[config.mk]
export PLATFORM = sky130hd
export DESIGN_NAME = dmem_arbiter
export DESIGN_NICKNAME = d
export VERILOG_FILES = /design/src/rtl/dmem_arbiter.sv
export SDC_FILE = /design/constraint.sdc
export NUM_CORES = 1
export LEC_CHECK = 0
export CAP_MARGIN = 0
export CORE_MARGIN = 2
export CORE_UTILIZATION = 37
export DETAILED_ROUTE_END_ITERATION = 8
export PLACE_DENSITY = 0.84
export SLEW_MARGIN = 0
export SYNTH_ARGS = -nofsm -noshare
export SYNTH_HDL_FRONTEND = slang
export SYNTH_SLANG_ARGS = --single-unit
[constraint.sdc]
create_clock -name clk -period 1.3 [get_ports clk]
set_input_delay 0.13 -clock clk [delete_from_list [all_inputs] [get_ports clk]]
set_output_delay 0.13 -clock clk [all_outputs]
set_load 0.005 [all_outputs]
[src/rtl/dmem_arbiter.sv]
// Two-port (CPU A, debug B) arbiter onto a single-port sync data memory; grants are combinational, read data returns 1 cycle after grant.
// Losers stall (a_stall) and must hold their request; B can lock ownership, and contested cycles alternate through a priority pointer.
module dmem_arbiter #(
    parameter int AW = 8,
    parameter int DW = 8
) (
    input  logic          clk,
    input  logic          reset,
    input  logic          a_req,
    input  logic          a_we,
    input  logic [AW-1:0] a_addr,
    input  logic [DW-1:0] a_wdata,
    output logic          a_gnt,
    output logic [DW-1:0] a_rdata,
    output logic          a_rvalid,
    input  logic          b_req,
    input  logic          b_we,
    input  logic [AW-1:0] b_addr,
    input  logic [DW-1:0] b_wdata,
    input  logic          b_lock,
    output logic          b_gnt,
    output logic [DW-1:0] b_rdata,
    output logic          b_rvalid,
    output logic          mem_we,
    output logic [AW-1:0] mem_addr,
    output logic [DW-1:0] mem_din,
    input  logic [DW-1:0] mem_dout,
    output logic          a_stall,
    output logic [7:0]    conflicts
);

    typedef enum logic {
        ST_UNLOCKED = 1'b0,
        ST_LOCKED   = 1'b1
    } state_t;

    state_t        state_q, state_d;
    logic          ptr_q, ptr_d;
    logic [AW-1:0] addr_q;
    logic [DW-1:0] din_q;
    logic          a_rd_q, b_rd_q;
    logic [DW-1:0] a_rdata_q, b_rdata_q;
    logic [7:0]    conf_q, conf_d;
    logic          contested;

    assign contested = a_req & b_req;

    always_comb begin
        a_gnt   = 1'b0;
        b_gnt   = 1'b0;
        ptr_d   = ptr_q;
        state_d = state_q;
        if (!reset) begin
            if (state_q == ST_LOCKED) begin
                b_gnt = b_req;
            end else if (contested) begin
                a_gnt = ~ptr_q;
                b_gnt = ptr_q;
            end else begin
                a_gnt = a_req;
                b_gnt = b_req;
            end
            // Pointer names the loser of a contested cycle so it wins next time.
            if (contested) begin
                ptr_d = a_gnt;
            end
            case (state_q)
                ST_UNLOCKED: if (b_gnt && b_lock) state_d = ST_LOCKED;
                ST_LOCKED:   if ((b_gnt && !b_lock) || !b_req) state_d = ST_UNLOCKED;
                default:     state_d = ST_UNLOCKED;
            endcase
        end
    end

    always_comb begin
        mem_we   = (a_gnt & a_we) | (b_gnt & b_we);
        mem_addr = addr_q;
        mem_din  = din_q;
        if (a_gnt) begin
            mem_addr = a_addr;
            mem_din  = a_wdata;
        end else if (b_gnt) begin
            mem_addr = b_addr;
            mem_din  = b_wdata;
        end
    end

    assign a_stall  = a_req & ~a_gnt;
    assign a_rvalid = a_rd_q;
    assign b_rvalid = b_rd_q;
    // Memory output is only meaningful the cycle after a read grant; otherwise replay the captured value.
    assign a_rdata  = a_rd_q ? mem_dout : a_rdata_q;
    assign b_rdata  = b_rd_q ? mem_dout : b_rdata_q;
    assign conflicts = conf_q;

    always_comb begin
        conf_d = conf_q;
        if (contested && (conf_q != 8'hFF)) begin
            conf_d = conf_q + 8'd1;
        end
    end

    always_ff @(posedge clk or posedge reset) begin
        if (reset) begin
            state_q   <= ST_UNLOCKED;
            ptr_q     <= 1'b0;
            addr_q    <= '0;
            din_q     <= '0;
            a_rd_q    <= 1'b0;
            b_rd_q    <= 1'b0;
            a_rdata_q <= '0;
            b_rdata_q <= '0;
            conf_q    <= 8'h00;
        end else begin
            state_q   <= state_d;
            ptr_q     <= ptr_d;
            addr_q    <= mem_addr;
            din_q     <= mem_din;
            a_rd_q    <= a_gnt & ~a_we;
            b_rd_q    <= b_gnt & ~b_we;
            a_rdata_q <= a_rdata;
            b_rdata_q <= b_rdata;
            conf_q    <= conf_d;
        end
    end

endmodule

* Yosys cells after proc, flatten, opt, wreduce, memory -nomap -nowiden
Cells that the tools add are included.
Word-level totals: logic and storage cells 47, input port bits 47, RAM bits 0, output and inout bits 46, bits in read-only memories 0, bits in latches 0, memories 0, register bits 44
Cells by class: multipliers 0, order comparisons 0, shift-type cells 0, add/sub/neg operators 1, reduce and logical (&&, ||, !) cells 7, mux-type cells 16, equal/unequal tests 1, bitwise gates (word level) 13, div/mod/pow operators 0
Operators with widths (count):
- $mux 8 | 6
- $mux 1 | 9
- $add 8x1->8 const B | 1
- $ne 8x8->1 const B | 1
- $and 1x1->1 | 6
- $not 1->1 | 6
- $logic_and 1x1->1 | 3
- $logic_not 1->1 | 2
- $pmux 1 s2 | 1
- $reduce_and 2->1 | 1
- $logic_or 1x1->1 | 1
- $or 1x1->1 | 1

* Longest topological paths before layout
depth after elaboration 8, mapped depth 5, gate-level depth less buffers 4

* Worst setup path after synthesis
OpenSTA, ideal clock, no wires.
kind register to register, start point reg ptr_q, end point reg addr_q[0], buffers on the path 2, setup slack -0.177 ns, arrival time 1.339 ns, library setup time 0.138 ns, required time 1.162 ns, period minus slack after synthesis 1.477 ns, cell stages (with the launch flop) 6, cells stage by stage dfrtp_1 or3b_1 buf_2 buf_6 a32oi_1 a2bb2oi_1
Between the ends: cells in the longest elaborated chain, start to end 6, elaborated cells on any way between the ends 10, classes of those cells 9 x mux; 1 x bitwise
RTL lines:
- start: declaration | line 38 | logic ptr_q, ptr_d;
- start signal: assignment | line 116 | ptr_q <= ptr_d;
- $mux 1 | line 56 | end else if (contested) begin
- $mux 1 | line 54 | if (state_q == ST_LOCKED) begin
- $mux 1 (2 in a row) | line 53 | if (!reset) begin
- $mux 8 | line 82 | end else if (b_gnt) begin
- $mux 8 (*) | line 79 | if (a_gnt) begin
- named net mem_addr[0] | line 25 | output logic [AW-1:0] mem_addr,
- end signal: assignment | line 117 | addr_q <= mem_addr;
- end: declaration | line 39 | logic [AW-1:0] addr_q;
Mark *: on every way through the listed nets, which the timed path passes. The rest lies on a longest branch. The select of a mux whose other input is x is not followed. A chain may end at the register's enable or synchronous reset.

* Worst setup path in the final report
start point reg ptr_q, end point out mem_din[4]
Between the ends: cells in the longest elaborated chain, start to end 6, elaborated cells on any way between the ends 10, classes of those cells 9 x mux; 1 x bitwise
RTL lines:
- $mux 1 | line 56
- $mux 1 | line 54
- $mux 1 (2 in a row) | line 53
- $mux 8 | line 82
- $mux 8 (*) | line 79
- end: declaration | line 26 | output logic [DW-1:0] mem_din,
Mark *: on every way between the ends. The rest lies on a longest branch, timed or not. The select of a mux whose other input is x is not followed.

==> flow_metrics.py <==
metrics = {
    "status": {
        "status": "finished, violations left",
        "failed_checks": "negative setup slack",
    },
    "yosys": {
        "synth-warning-count": 0,
        "sequential_to_total_area_share_from_yosys_stat_pct": 54.35,
        "syn-cell-area_mm2": 0.002026,
        "ys_seq_elements": 44,
        "synth_fp_nets": 213,
        "yosysUniqueCellTypes": 36,
        "count_of_mapped_cells_out_of_synthesis": 165,
        "synth_area_per_cell_um2": 12.28,
    },
    "power": {
        "clock_power_share_pct": 14.3,
        "comb_power_share_pct": 51.6,
        "power_report.internal_total_w": 0.003889,
        "seq_power_share_pct": 34.1,
        "ir_drop_v": 0.0007829,
        "cellPowerDensity_mw_per_mm2": 1338,
        "power_switching_w": 0.001739,
        "sw_frac_of_total_pct": 30.91,
        "static_leakage_nw": 1.905,
    },
    "global_route": {
        "grt_first_pass_wirelength_um": 11230,
        "pin_count_of_the_biggest_net_entering_global_routing": 24,
        "globalRouteTotalUtil_pct": 23.59,
        "first_global_vias": 2296,
        "antenna_violations_before_repair": 0,
        "gr-total-overflow": 0,
    },
    "timing": {
        "post-route-worst-setup-slack_ps": -629.9,
        "hold_viol": 0,
        "setup_viol": 58,
        "fin_setup_tns_ps": -19010,
        "fin_crit_sh_pct": 148.5,
        "maxSlewHeadroom_pct": 79.39,
        "max_fclk_mhz": 518.2,
        "rsz0062_at_grt": "true",
        "clk_skew_ps": 5.752,
        "fin_crit_ps": 1930,
        "tightest_slew_ps": 308.1,
        "timing.final.max_slew_violations": 0,
    },
    "route": {
        "route.final.wire_length_um": 7773,
        "violation_count_after_the_first_detailed_routing_iteration": 48,
        "routed_via_count": 2185,
        "detail_route.first_pass.iterations": 4,
        "detail_route.drc_violations": 0,
        "per_cell_routed_wire_length_um": 19.00,
        "avgViaCountPerCell": 5.342,
        "ant_nets": 0,
    },
    "place": {
        "gpl.final_weighted_congestion": 0.7198,
        "dp_hpwl_um": 4279,
        "portBuffers": 92,
        "pre_cts_ws_ps": -846.5,
    },
    "min_path": {
        "kind_of_path_behind_the_tightest_hold_check": "input port to register",
        "min_path_cells": 2,
    },
    "clock_tree": {
        "clock_sinks": 44,
        "cts_tree": "yes",
        "worstSkewPairLatency_ps": 290,
        "clockRootBuffer": "clkbuf_8",
        "postCtsHoldBufs": 0,
        "clock_tree.htree_level_count": 2,
        "cts_buffer_depth": 2,
        "cts_made_buffers": 5,
        "clkTransAtPathRegs_ps": 80,
    },
    "worst_setup_path": {
        "critPathArrivalTime_ps": 1800,
        "r2r.worst_path.cells": 5,
        "setup.worst_path.start_class": "register",
        "timing.critical_path.to_type": "primary output",
        "critical_path_peak_fanout": 8,
        "cp.required_ps": 1170,
        "critPathKind": "register to primary output",
    },
    "die": {
        "design.portCount": 93,
        "die_area_mm2": 0.006082,
        "die_width_um": 77.99,
        "initial_standard_cell_utilization_of_the_core_pct": 38.92,
        "floorplan.rows": 26,
        "coreArea_mm2": 0.005205,
        "floorplan.die.height_um": 77.99,
    },
    "finish": {
        "areaGrowthSynthToFinish_pct": 107.7,
        "most_common_cell_after_layout_fill_and_taps_aside": "buf_6",
        "drive_above_1_share_pct": 58.41,
        "finish.net_count": 387,
        "layout.core_utilization_pct": 80.82,
        "diodes": 0,
        "layout.cells.most_common_list": "buf_6, buf_4, clkdlybuf4s50_1",
    },
    "job": {
        "max_cap_violations": 0,
    },
}
cells by family after synthesis:
family / share of synthesized area [%]
flops: 54.35
buf+inv: 3.829
mux: 10.01
compound gates: 23.22
fa+ha+maj: 0.6176
xor+xnor: 1.297
simple gates: 6.671
flip-flops by register name, indices dropped and copies added, names as in the netlist:
signal and flops:
a_rdata_q 8, addr_q 8, b_rdata_q 8, conflicts 8, din_q 8, a_rvalid 1, b_rvalid 1, ptr_q 1
state_q 1
power by group through the flow:
stage | registers (W) | clock network, W | logic, W
floorplan | 0.00191 | 0 | 0.000833
global placement | 0.00187 | 0 | 0.00211
CTS | 0.00188 | 0.000825 | 0.00251
finish | 0.00192 | 0.000807 | 0.00290
global route | 0.00196 | 0.000894 | 0.00307
detailed placement | 0.00190 | 0 | 0.00215
layout make-up:
type / count / area, um^2
clock buffer: 6 / 72.57
clock inverter: 1 / 5.005
fill: 290 / 998.5
inverter: 3 / 11.26
multi-input combinational: 105 / 1192
sequential: 44 / 1105
tap: 70 / 87.58
timing repair buffer: 180 / 1733
routing by layer:
metal / track usage [%] / vias up / wire, um
met5: 0 / - / 0
met4: 9.825 / 0 / 221
met3: 5.349 / 23 / 389
met2: 40.95 / 89 / 4005
met1: 28.11 / 1077 / 3157
li1: - / 996 / -
Yosys cell counts:
cell type	number	area [um^2]
dfrtp_1	44	1101
mux2_2	18	202.7
a2bb2oi_1	16	140.1
a32oi_1	16	140.1
o21ai_0	16	80.08
buf_2	6	30.03
a21oi_1	3	15.01
clkbuf_1	3	11.26
inv_1	3	11.26
nand2_1	3	11.26
nor2b_1	3	18.77
xnor2_1	3	26.28
a22o_1	2	17.52
a31oi_1	2	12.51
and4_1	2	17.52
clkbuf_2	2	10.01
nand4_1	2	12.51
nor2_1	2	7.510
o21ai_1	2	10.01
a211oi_4	1	20.02
a41oi_1	1	8.760
and3_1	1	6.260
buf_1	1	3.750
buf_6	1	11.26
ha_1	1	12.51
nand2_2	1	6.260
nand2b_2	1	8.760
nand3_1	1	5.000
nor3_1	1	5.000
nor3b_1	1	7.510
nor3b_2	1	12.51
o2111a_1	1	11.26
o211ai_1	1	7.510
o21bai_1	1	7.510
or3b_1	1	8.760
or4_1	1	7.510
timing repair:
action                                  in CTS  in global routing
setup buffers                               49                 21
gates cloned                                 2                  0
pin swaps                                   40                 31
gates resized for setup                    224                 54
endpoints found under the setup margin      64                 64
critical path: stages (launching register included):
cell and delay [ps]:
dfrtp_2 460, or3b_4 450, buf_8 160, a32oi_2 200, a2bb2oi_2 100, buf_2 140
final timing paths:
| kind | from | end | slack, ps |
|---|---|---|---|
| min in group asynchronous | reset | a_rdata_q[5] | 530 |
| hold / removal | a_we | a_rvalid | 400 |
| max in group asynchronous | reset | ptr_q | 610 |
| hold reg to reg | b_rdata_q[3] | b_rdata_q[3] | 510 |
| setup / recovery | ptr_q | mem_din[4] | -630 |
| setup reg to reg | ptr_q | din_q[4] | -310 |
stage by stage:
| stage | power [W] | instance area (um^2) | cells | hold WS [ps] |
|---|---|---|---|---|
| after floorplan | 0.002746 | 2108 | 165 | 196.4 |
| after global placement | 0.003980 | 3339 | 345 | 480.9 |
| after detailed placement | 0.004044 | 3339 | 345 | 485.1 |
| after CTS | 0.005221 | 3996 | 402 | 400.6 |
| after global routing | 0.005921 | 4207 | 409 | 415.4 |
| final | 0.005628 | 4207 | 409 | 402.1 |
(Power assumes the default switching activity.)
